==> config.mk <==
export PLATFORM = sky130hd
export DESIGN_NAME = uart_fifo
export DESIGN_NICKNAME = d
export VERILOG_FILES = /design/src/rtl/uart_fifo.sv
export SDC_FILE = /design/constraint.sdc
export NUM_CORES = 1
export LEC_CHECK = 0
export CORE_UTILIZATION = 59
export DETAILED_ROUTE_END_ITERATION = 8
export MAX_ROUTING_LAYER = met4
export PLACE_DENSITY = 0.8
export SYNTH_ARGS = -nofsm -noshare
export SYNTH_HDL_FRONTEND = slang
export SYNTH_SLANG_ARGS = --single-unit
==> constraint.sdc <==
create_clock -name clk_i -period 3.7 [get_ports clk_i]
set_input_delay 0.74 -clock clk_i [delete_from_list [all_inputs] [get_ports clk_i]]
set_output_delay 0.74 -clock clk_i [all_outputs]
set_load 0.05 [all_outputs]
==> src/rtl/uart_fifo.sv <==
// Single-clock character FIFO for the UART Rx/Tx paths, with occupancy and threshold status.
// Define UART_FIFO_FWFT_EN for first-word-fall-through reads; otherwise reads are registered.
module uart_fifo #(
    parameter int DATA_W        = 8,
    parameter int ADDR_W        = 4,
    parameter int DEPTH         = 16,
    parameter int AFULL_THRESH  = 12,
    parameter int AEMPTY_THRESH = 4
) (
    input  logic              clk_i,
    input  logic              rst_i,
    input  logic              clear_i,
    input  logic              push_i,
    input  logic [DATA_W-1:0] wr_data_i,
    input  logic              pop_i,
    output logic [DATA_W-1:0] rd_data_o,
    output logic              full_o,
    output logic              empty_o,
    output logic              almost_full_o,
    output logic              almost_empty_o,
    output logic [ADDR_W:0]   count_o,
    output logic              overflow_o,
    output logic              underflow_o
);

    localparam logic [ADDR_W:0] DEPTH_C  = (ADDR_W+1)'(DEPTH);
    localparam logic [ADDR_W:0] AFULL_C  = (ADDR_W+1)'(AFULL_THRESH);
    localparam logic [ADDR_W:0] AEMPTY_C = (ADDR_W+1)'(AEMPTY_THRESH);

    if (DEPTH != (1 << ADDR_W)) begin : g_bad_depth
        $error("uart_fifo: DEPTH must equal 2**ADDR_W");
    end
    if (AFULL_THRESH > DEPTH) begin : g_bad_afull
        $error("uart_fifo: AFULL_THRESH must not exceed DEPTH");
    end
    if (AEMPTY_THRESH >= DEPTH) begin : g_bad_aempty
        $error("uart_fifo: AEMPTY_THRESH must be below DEPTH");
    end

    logic [DATA_W-1:0] mem [DEPTH];
    logic [ADDR_W-1:0] wr_ptr_q;
    logic [ADDR_W-1:0] rd_ptr_q;
    logic [ADDR_W:0]   count_q;
    logic              overflow_q;
    logic              underflow_q;
    logic              push_ok;
    logic              pop_ok;

    // A push into a full FIFO still lands when a pop frees the slot in the same cycle.
    always_comb begin
        pop_ok  = pop_i && !empty_o;
        push_ok = push_i && (!full_o || pop_i);
    end

    always_ff @(posedge clk_i) begin
        if (rst_i) begin
            wr_ptr_q    <= '0;
            rd_ptr_q    <= '0;
            count_q     <= '0;
            overflow_q  <= 1'b0;
            underflow_q <= 1'b0;
        end else if (clear_i) begin
            wr_ptr_q    <= '0;
            rd_ptr_q    <= '0;
            count_q     <= '0;
            overflow_q  <= 1'b0;
            underflow_q <= 1'b0;
        end else begin
            if (push_ok) begin
                wr_ptr_q <= wr_ptr_q + ADDR_W'(1);
            end
            if (pop_ok) begin
                rd_ptr_q <= rd_ptr_q + ADDR_W'(1);
            end
            case ({push_ok, pop_ok})
                2'b10:   count_q <= count_q + (ADDR_W+1)'(1);
                2'b01:   count_q <= count_q - (ADDR_W+1)'(1);
                default: count_q <= count_q;
            endcase
            if (push_i && full_o && !pop_i) begin
                overflow_q <= 1'b1;
            end
            if (pop_i && empty_o) begin
                underflow_q <= 1'b1;
            end
        end
    end

    // Storage is not reset; only the write strobe is gated by reset/flush.
    always_ff @(posedge clk_i) begin
        if (!rst_i && !clear_i && push_ok) begin
            mem[wr_ptr_q] <= wr_data_i;
        end
    end

`ifdef UART_FIFO_FWFT_EN
    assign rd_data_o = empty_o ? '0 : mem[rd_ptr_q];
`else
    logic [DATA_W-1:0] rd_data_q;

    // Nonblocking read of mem gives read-before-write when full with push and pop together.
    always_ff @(posedge clk_i) begin
        if (rst_i) begin
            rd_data_q <= '0;
        end else if (!clear_i && pop_ok) begin
            rd_data_q <= mem[rd_ptr_q];
        end
    end

    assign rd_data_o = rd_data_q;
`endif

    assign count_o        = count_q;
    assign full_o         = (count_q == DEPTH_C);
    assign empty_o        = (count_q == '0);
    assign almost_full_o  = (count_q >= AFULL_C);
    assign almost_empty_o = (count_q <= AEMPTY_C);
    assign overflow_o     = overflow_q;
    assign underflow_o    = underflow_q;

endmodule

==> impl_metrics.env, run 1 <==
export IMPL_status="complete, no violations"
export IMPL_rsz0062_at_grt="false"
export IMPL_finalSetupTns_ps=0
export IMPL_ios=32
export IMPL_vias=3223
export IMPL_routed_wirelength_mm=11.94
export IMPL_synth_area_um2=6038
export IMPL_drcViolationCount=0
export IMPL_timing_fmax_mhz=291.1
export IMPL_port_buffers=31
export IMPL_total_leakage_power_uw=0.002388
export IMPL_clock_path_buffers=2
export IMPL_worstSetupEndpointType="output port"
export IMPL_path_buf_inv=1
export IMPL_dieWidth_um=103.2
export IMPL_slew_viol_final=0
export IMPL_rows=36
export IMPL_ys_flop_type="edfxtp_1"
export IMPL_antenna_found_initial=0
export IMPL_n_antenna_cell=0
export IMPL_cp_slowest_cell="clkdlybuf4s50_1"
export IMPL_post_synth_cell_area_avg_um2=17.86
export IMPL_syn_nets=361
export IMPL_synth_top_area_cell="edfxtp_1"
export IMPL_die_area_um2=10640
export IMPL_slew_headroom_pct=41.19
export IMPL_yosysSeqAreaShare_pct=71.28
export IMPL_reg2reg_from="count_o[0]"
export IMPL_crit_required_ps=2960
export IMPL_synth_edf_count=128
export IMPL_grt_ovfl_total=0
export IMPL_synth_cell_type_count=34
export IMPL_crit_family="simple AND/OR/NAND/NOR gates"
export IMPL_start_util_pct=61.21
export IMPL_cts_tree="yes"
export IMPL_dpl_worst_slack_ps=235.2
export IMPL_first_pass_iters=5
export IMPL_holdCritPathClass="register to register"
export IMPL_grtUsageTotal_pct=25.84
export IMPL_fp_dieH_um=103.2
export IMPL_synthArstFlopShare_pct=0
export IMPL_cap_violations=0
export IMPL_min_period_ps=3436
export IMPL_cts_setup_buffers=0
export IMPL_grt_max_degree=35
export IMPL_ant_nets=0
export IMPL_cts_buffers=17
export IMPL_drt_initial_drc_count=205
export IMPL_hold_end="underflow_o"
export IMPL_netlist_area_leader_share_pct=63.66
export IMPL_synth_area_leaders="edfxtp_1, mux4_2, dfxtp_1"
export IMPL_cts_sinks=151
export IMPL_postCtsHoldBufs=0
export IMPL_start_kind="register"
export IMPL_dpl_hpwl_mm=6.920
export IMPL_worst_slew_pin_slew_ps=878.3
export IMPL_rr_worst_depth=9
export IMPL_gp_congestion=0.8078
export IMPL_grt_first_pass_wirelength_mm=17.62
export IMPL_cts_resized=0
export IMPL_vias_per_cell=5.991
export IMPL_arrival_ps=2700
export IMPL_hold_viol_final=0
export IMPL_cts_htree_levels=4
export IMPL_rrSetupSlack_ps=670
export IMPL_fin_skew_ps=6.783
export IMPL_ys_warn_count=0
export IMPL_grt_pass1_vias=3120
export IMPL_critPathKind="register to output port"
export IMPL_power_density_nw_per_um2=519.2
export IMPL_r2r_end="count_o[4]"
export IMPL_fin_ws_ps=264.5
export IMPL_finalPower_uw=3731
export IMPL_area_growth_pct=19.02
export IMPL_nNetsFinal=415
export IMPL_path_max_fanout=10
export IMPL_syn_inst=338
export IMPL_routedWlPerCell_um=22.19
export IMPL_crit_chain="or4_1, nor2_1, clkdlybuf4s50_1"
export IMPL_drive_gt1_share_pct=22.96
export IMPL_hold_depth=2
export IMPL_core_um2=9864
export IMPL_setup_viol=0
export IMPL_clock_root_buffer="clkbuf_8"
export IMPL_ys_seq_elements=151
export IMPL_clk_insertion_delay_late_ps=530
export IMPL_clkSlewWorstSetupHoldPaths_ps=60
export IMPL_min_from="underflow_o"
export IMPL_min_period_over_period_pct=92.85
export IMPL_cpPeakStageDelay_ps=830
export IMPL_peakVddDrop_v=0.0002854
## cells by family after synthesis
kind of cell / count (synthesis) / share of synthesized area (%)
xor+xnor: 9 / 1.306
mux: 51 / 15.23
buf+inv: 21 / 1.616
compound gates: 26 / 3.460
flops: 151 / 71.28
fa+ha+maj: 10 / 2.196
simple gates: 70 / 4.911
## worst reg2reg max path, delay by kind of cell, from the launching register on
kind            cells  cell delay [ps]
simple gates        1              750
mux                 2              430
fa+ha+maj           2              620
compound gates      3              670
flops               1              380
buf+inv             1              110
## layer usage
layer	vias to the layer above	routed length [µm]	global-route usage [%]
met4	0	199	11.16
met5	-	0	-
met3	16	726	7.864
li1	1437	-	-
met1	1624	4794	31.02
met2	146	6216	40.82
## placed cells by master (no fill, tap or decap), types with 3 or more instances in the layout
cell type	synthesis	routed
o211ai_1	5	5
edfxtp_1	128	128
mux4_2	32	32
ha_1	9	9
buf_4	1	20
clkinvlp_4	0	4
clkinv_2	0	3
a21oi_1	6	6
a221o_1	8	8
clkbuf_16	0	16
clkdlybuf4s50_1	0	31
nor2_1	44	44
dfxtp_1	23	22
xor2_1	6	6
xnor2_1	3	3
bufinv_16	0	4
clkinv_1	0	3
nand2_1	13	13
mux2i_1	12	12
mux2_2	7	7
inv_1	5	5
## power by group
| part | total, µW | internal, µW | switching, µW | leakage (µW) |
|---|---|---|---|---|
| logic | 141 | 51.9 | 89.1 | 0.000768 |
| clock network | 1730 | 1080 | 645 | 0.000282 |
| registers | 1860 | 1850 | 9.39 | 0.00134 |
## registers in the layout, indices dropped and copies added (netlist names)
register,flops
mem,128
rd_data_o,8
count_o,5
rd_ptr_q,4
wr_ptr_q,4
overflow_o,1
underflow_o,1
## stage by stage
| step | area, µm² | hold WS [ps] | util, % | std cells |
|---|---|---|---|---|
| floorplan | 6038 | 477.2 | - | 338 |
| global route | 7187 | 517.7 | 72.86 | 538 |
| detailed placement | 6588 | 466.4 | 66.78 | 506 |
| finish | 7187 | 478.3 | 72.86 | 538 |
| global placement | 6588 | 452.5 | 66.78 | 506 |
| CTS | 7187 | 485.9 | 72.86 | 538 |
## cell usage after synthesis, types with 6 or more instances
library cell and instances:
mux4_2 32, mux2i_1 12, buf_2 6, edfxtp_1 128, ha_1 9, dfxtp_1 23
a21oi_1 6, nor2_1 44, a221o_1 8, mux2_2 7, nand2_1 13, clkbuf_1 6
xor2_1 6
## area by class of cell
cell class	count	area [µm²]
clock buffer	17	414.1
clock inverter	15	185.2
fill	571	2678
inverter	5	18.77
multi-input combinational	166	1637
sequential	151	4305
tap	133	166.4
timing repair buffer	51	460.4
## how the worst max path moves through the flow
stage	start	end	slack, ps	cells past startpoint
after floorplan	count_o[0]	count_o[4]	760	9
after global placement	pop_i	count_o[4]	320	10
after detailed placement	pop_i	count_o[4]	240	10
after CTS	count_o[0]	empty_o	250	3
after global routing	count_o[0]	empty_o	180	3
final	count_o[0]	empty_o	260	3
Note: power is estimated with default switching activity, not from simulation.
==> run 2: changes to the inputs <==
MAX_ROUTING_LAYER = unset   (was met4)
==> run 2 against run 1 <==
Effect of this change:
- register-to-register slack about the same
- largest cell class unchanged
- combinational power about the same
- non-clock buffer count unchanged
- fmax up 0.30%
- critical endpoint unchanged
- clock-buffer cell count unchanged
- global-route usage down 0.79 points
- flip-flop and latch count unchanged
- utilization unchanged
- clock skew up 1.2 ps
==> impl_metrics.env, run 2 (same netlist as run 1, synthesis figures left out) <==
export IMPL_status="complete, no violations"
export IMPL_vias_per_cell=5.939
export IMPL_worst_slew_pin_slew_ps=891.7
export IMPL_start_kind="register"
export IMPL_grtUsageTotal_pct=25.04
export IMPL_cts_buffers=17
export IMPL_total_leakage_power_uw=0.002388
export IMPL_rrSetupSlack_ps=680
export IMPL_die_area_um2=10640
export IMPL_min_period_ps=3425
export IMPL_cap_violations=0
export IMPL_postCtsHoldBufs=0
export IMPL_hold_end="underflow_o"
export IMPL_cts_htree_levels=4
export IMPL_first_pass_iters=5
export IMPL_clkSlewWorstSetupHoldPaths_ps=60
export IMPL_hold_viol_final=0
export IMPL_peakVddDrop_v=0.0002830
export IMPL_cts_setup_buffers=0
export IMPL_n_antenna_cell=0
export IMPL_min_period_over_period_pct=92.57
export IMPL_timing_fmax_mhz=292.0
export IMPL_gp_congestion=0.7964
export IMPL_dieWidth_um=103.2
export IMPL_clk_insertion_delay_late_ps=520
export IMPL_ios=32
export IMPL_min_from="underflow_o"
export IMPL_hold_depth=2
export IMPL_grt_ovfl_total=0
export IMPL_largest_register="mem"
export IMPL_routedWlPerCell_um=21.99
export IMPL_crit_chain="or4_1, nor2_1, clkdlybuf4s50_1"
export IMPL_cpPeakStageDelay_ps=830
export IMPL_worstSetupEndpointType="output port"
export IMPL_most_common_layout_cells="edfxtp_1, nor2_1, mux4_2"
export IMPL_port_buffers=31
export IMPL_clock_path_buffers=2
export IMPL_finalSetupTns_ps=0
export IMPL_crit_required_ps=2960
export IMPL_drive_gt1_share_pct=22.96
export IMPL_nNetsFinal=415
export IMPL_cts_sinks=151
export IMPL_start_util_pct=61.21
export IMPL_grt_max_degree=35
export IMPL_fin_ws_ps=274.9
export IMPL_cp_slowest_cell="clkdlybuf4s50_1"
export IMPL_routed_wirelength_mm=11.83
export IMPL_arrival_ps=2690
export IMPL_r2r_end="count_o[4]"
export IMPL_slew_headroom_pct=40.29
export IMPL_fp_dieH_um=103.2
export IMPL_rsz0062_at_grt="false"
export IMPL_vias=3195
export IMPL_final_common_cell="edfxtp_1"
export IMPL_setup_viol=0
export IMPL_ant_nets=0
export IMPL_reg2reg_from="count_o[0]"
export IMPL_power_density_nw_per_um2=519.2
export IMPL_clock_root_buffer="clkbuf_8"
export IMPL_grt_pass1_vias=3125
export IMPL_drcViolationCount=0
export IMPL_fin_skew_ps=8.010
export IMPL_rr_worst_depth=9
export IMPL_dpl_hpwl_mm=6.920
export IMPL_core_um2=9864
export IMPL_rows=36
export IMPL_drt_initial_drc_count=213
export IMPL_antenna_found_initial=0
export IMPL_cts_tree="yes"
export IMPL_cts_resized=0
export IMPL_grt_first_pass_wirelength_mm=17.62
export IMPL_largest_register_ffs=128
export IMPL_slew_viol_final=0
export IMPL_holdCritPathClass="register to register"
export IMPL_critPathKind="register to output port"
export IMPL_dpl_worst_slack_ps=235.2
export IMPL_area_growth_pct=19.02
export IMPL_path_max_fanout=10
[run 2: worst max path at each step]
stage / startpoint / endpoint / slack [ps]
CTS: count_o[0] / empty_o / 250
floorplan: count_o[0] / count_o[4] / 760
global route: count_o[0] / empty_o / 180
global placement: pop_i / count_o[4] / 320
detailed placement: pop_i / count_o[4] / 240
finish: count_o[0] / empty_o / 270
[run 2: through the flow]
| step | utilization [%] | instance area, µm² | power (µW) | hold WS, ps | std cells |
|---|---|---|---|---|---|
| 6_report | 72.86 | 7187 | 3732 | 475.9 | 538 |
| 5_1_grt | 72.86 | 7187 | 3840 | 517.7 | 538 |
| 4_1_cts | 72.86 | 7187 | 3756 | 485.9 | 538 |
| 3_5_place_dp | 66.78 | 6588 | 2036 | 466.4 | 506 |
| 3_3_place_gp | 66.78 | 6588 | 2032 | 452.5 | 506 |
| 2_1_floorplan | - | 6038 | 1977 | 477.2 | 338 |
[run 2: area by class of cell]
cell class | count | area, µm²
clock buffer | 17 | 414.1
inverter | 5 | 18.77
tap | 133 | 166.4
timing repair buffer | 51 | 460.4
sequential | 151 | 4305
multi-input combinational | 166 | 1637
fill | 571 | 2678
clock inverter | 15 | 185.2
[run 2: metal layers]
metal	vias to the layer above	share of wire (%)	global-route usage, %
li1	1435	-	-
met1	1612	39	30.97
met2	130	52	40.87
met3	18	6.4	7.932
met4	0	1.9	11.16
met5	-	0	0
[run 2: report_power, final]
part | switching (µW) | internal, µW | total [µW]
combinational | 88.3 | 51.9 | 140
sequential | 9.48 | 1850 | 1860
clock | 645 | 1080 | 1730
total | 743 | 2990 | 3730
[run 2: critical path: cells and delay by family, from the launching register on]
kind,cells,cell delay [ps]
buffers and inverters,1,830
DFF,1,380
and+or+nand+nor,2,960
==> run 3: changes to the inputs <==
CTS_CLUSTER_SIZE = 40   (was unset)
==> results of run 3 <==
Final layout, timing and power as in run 2 (identical DEF).
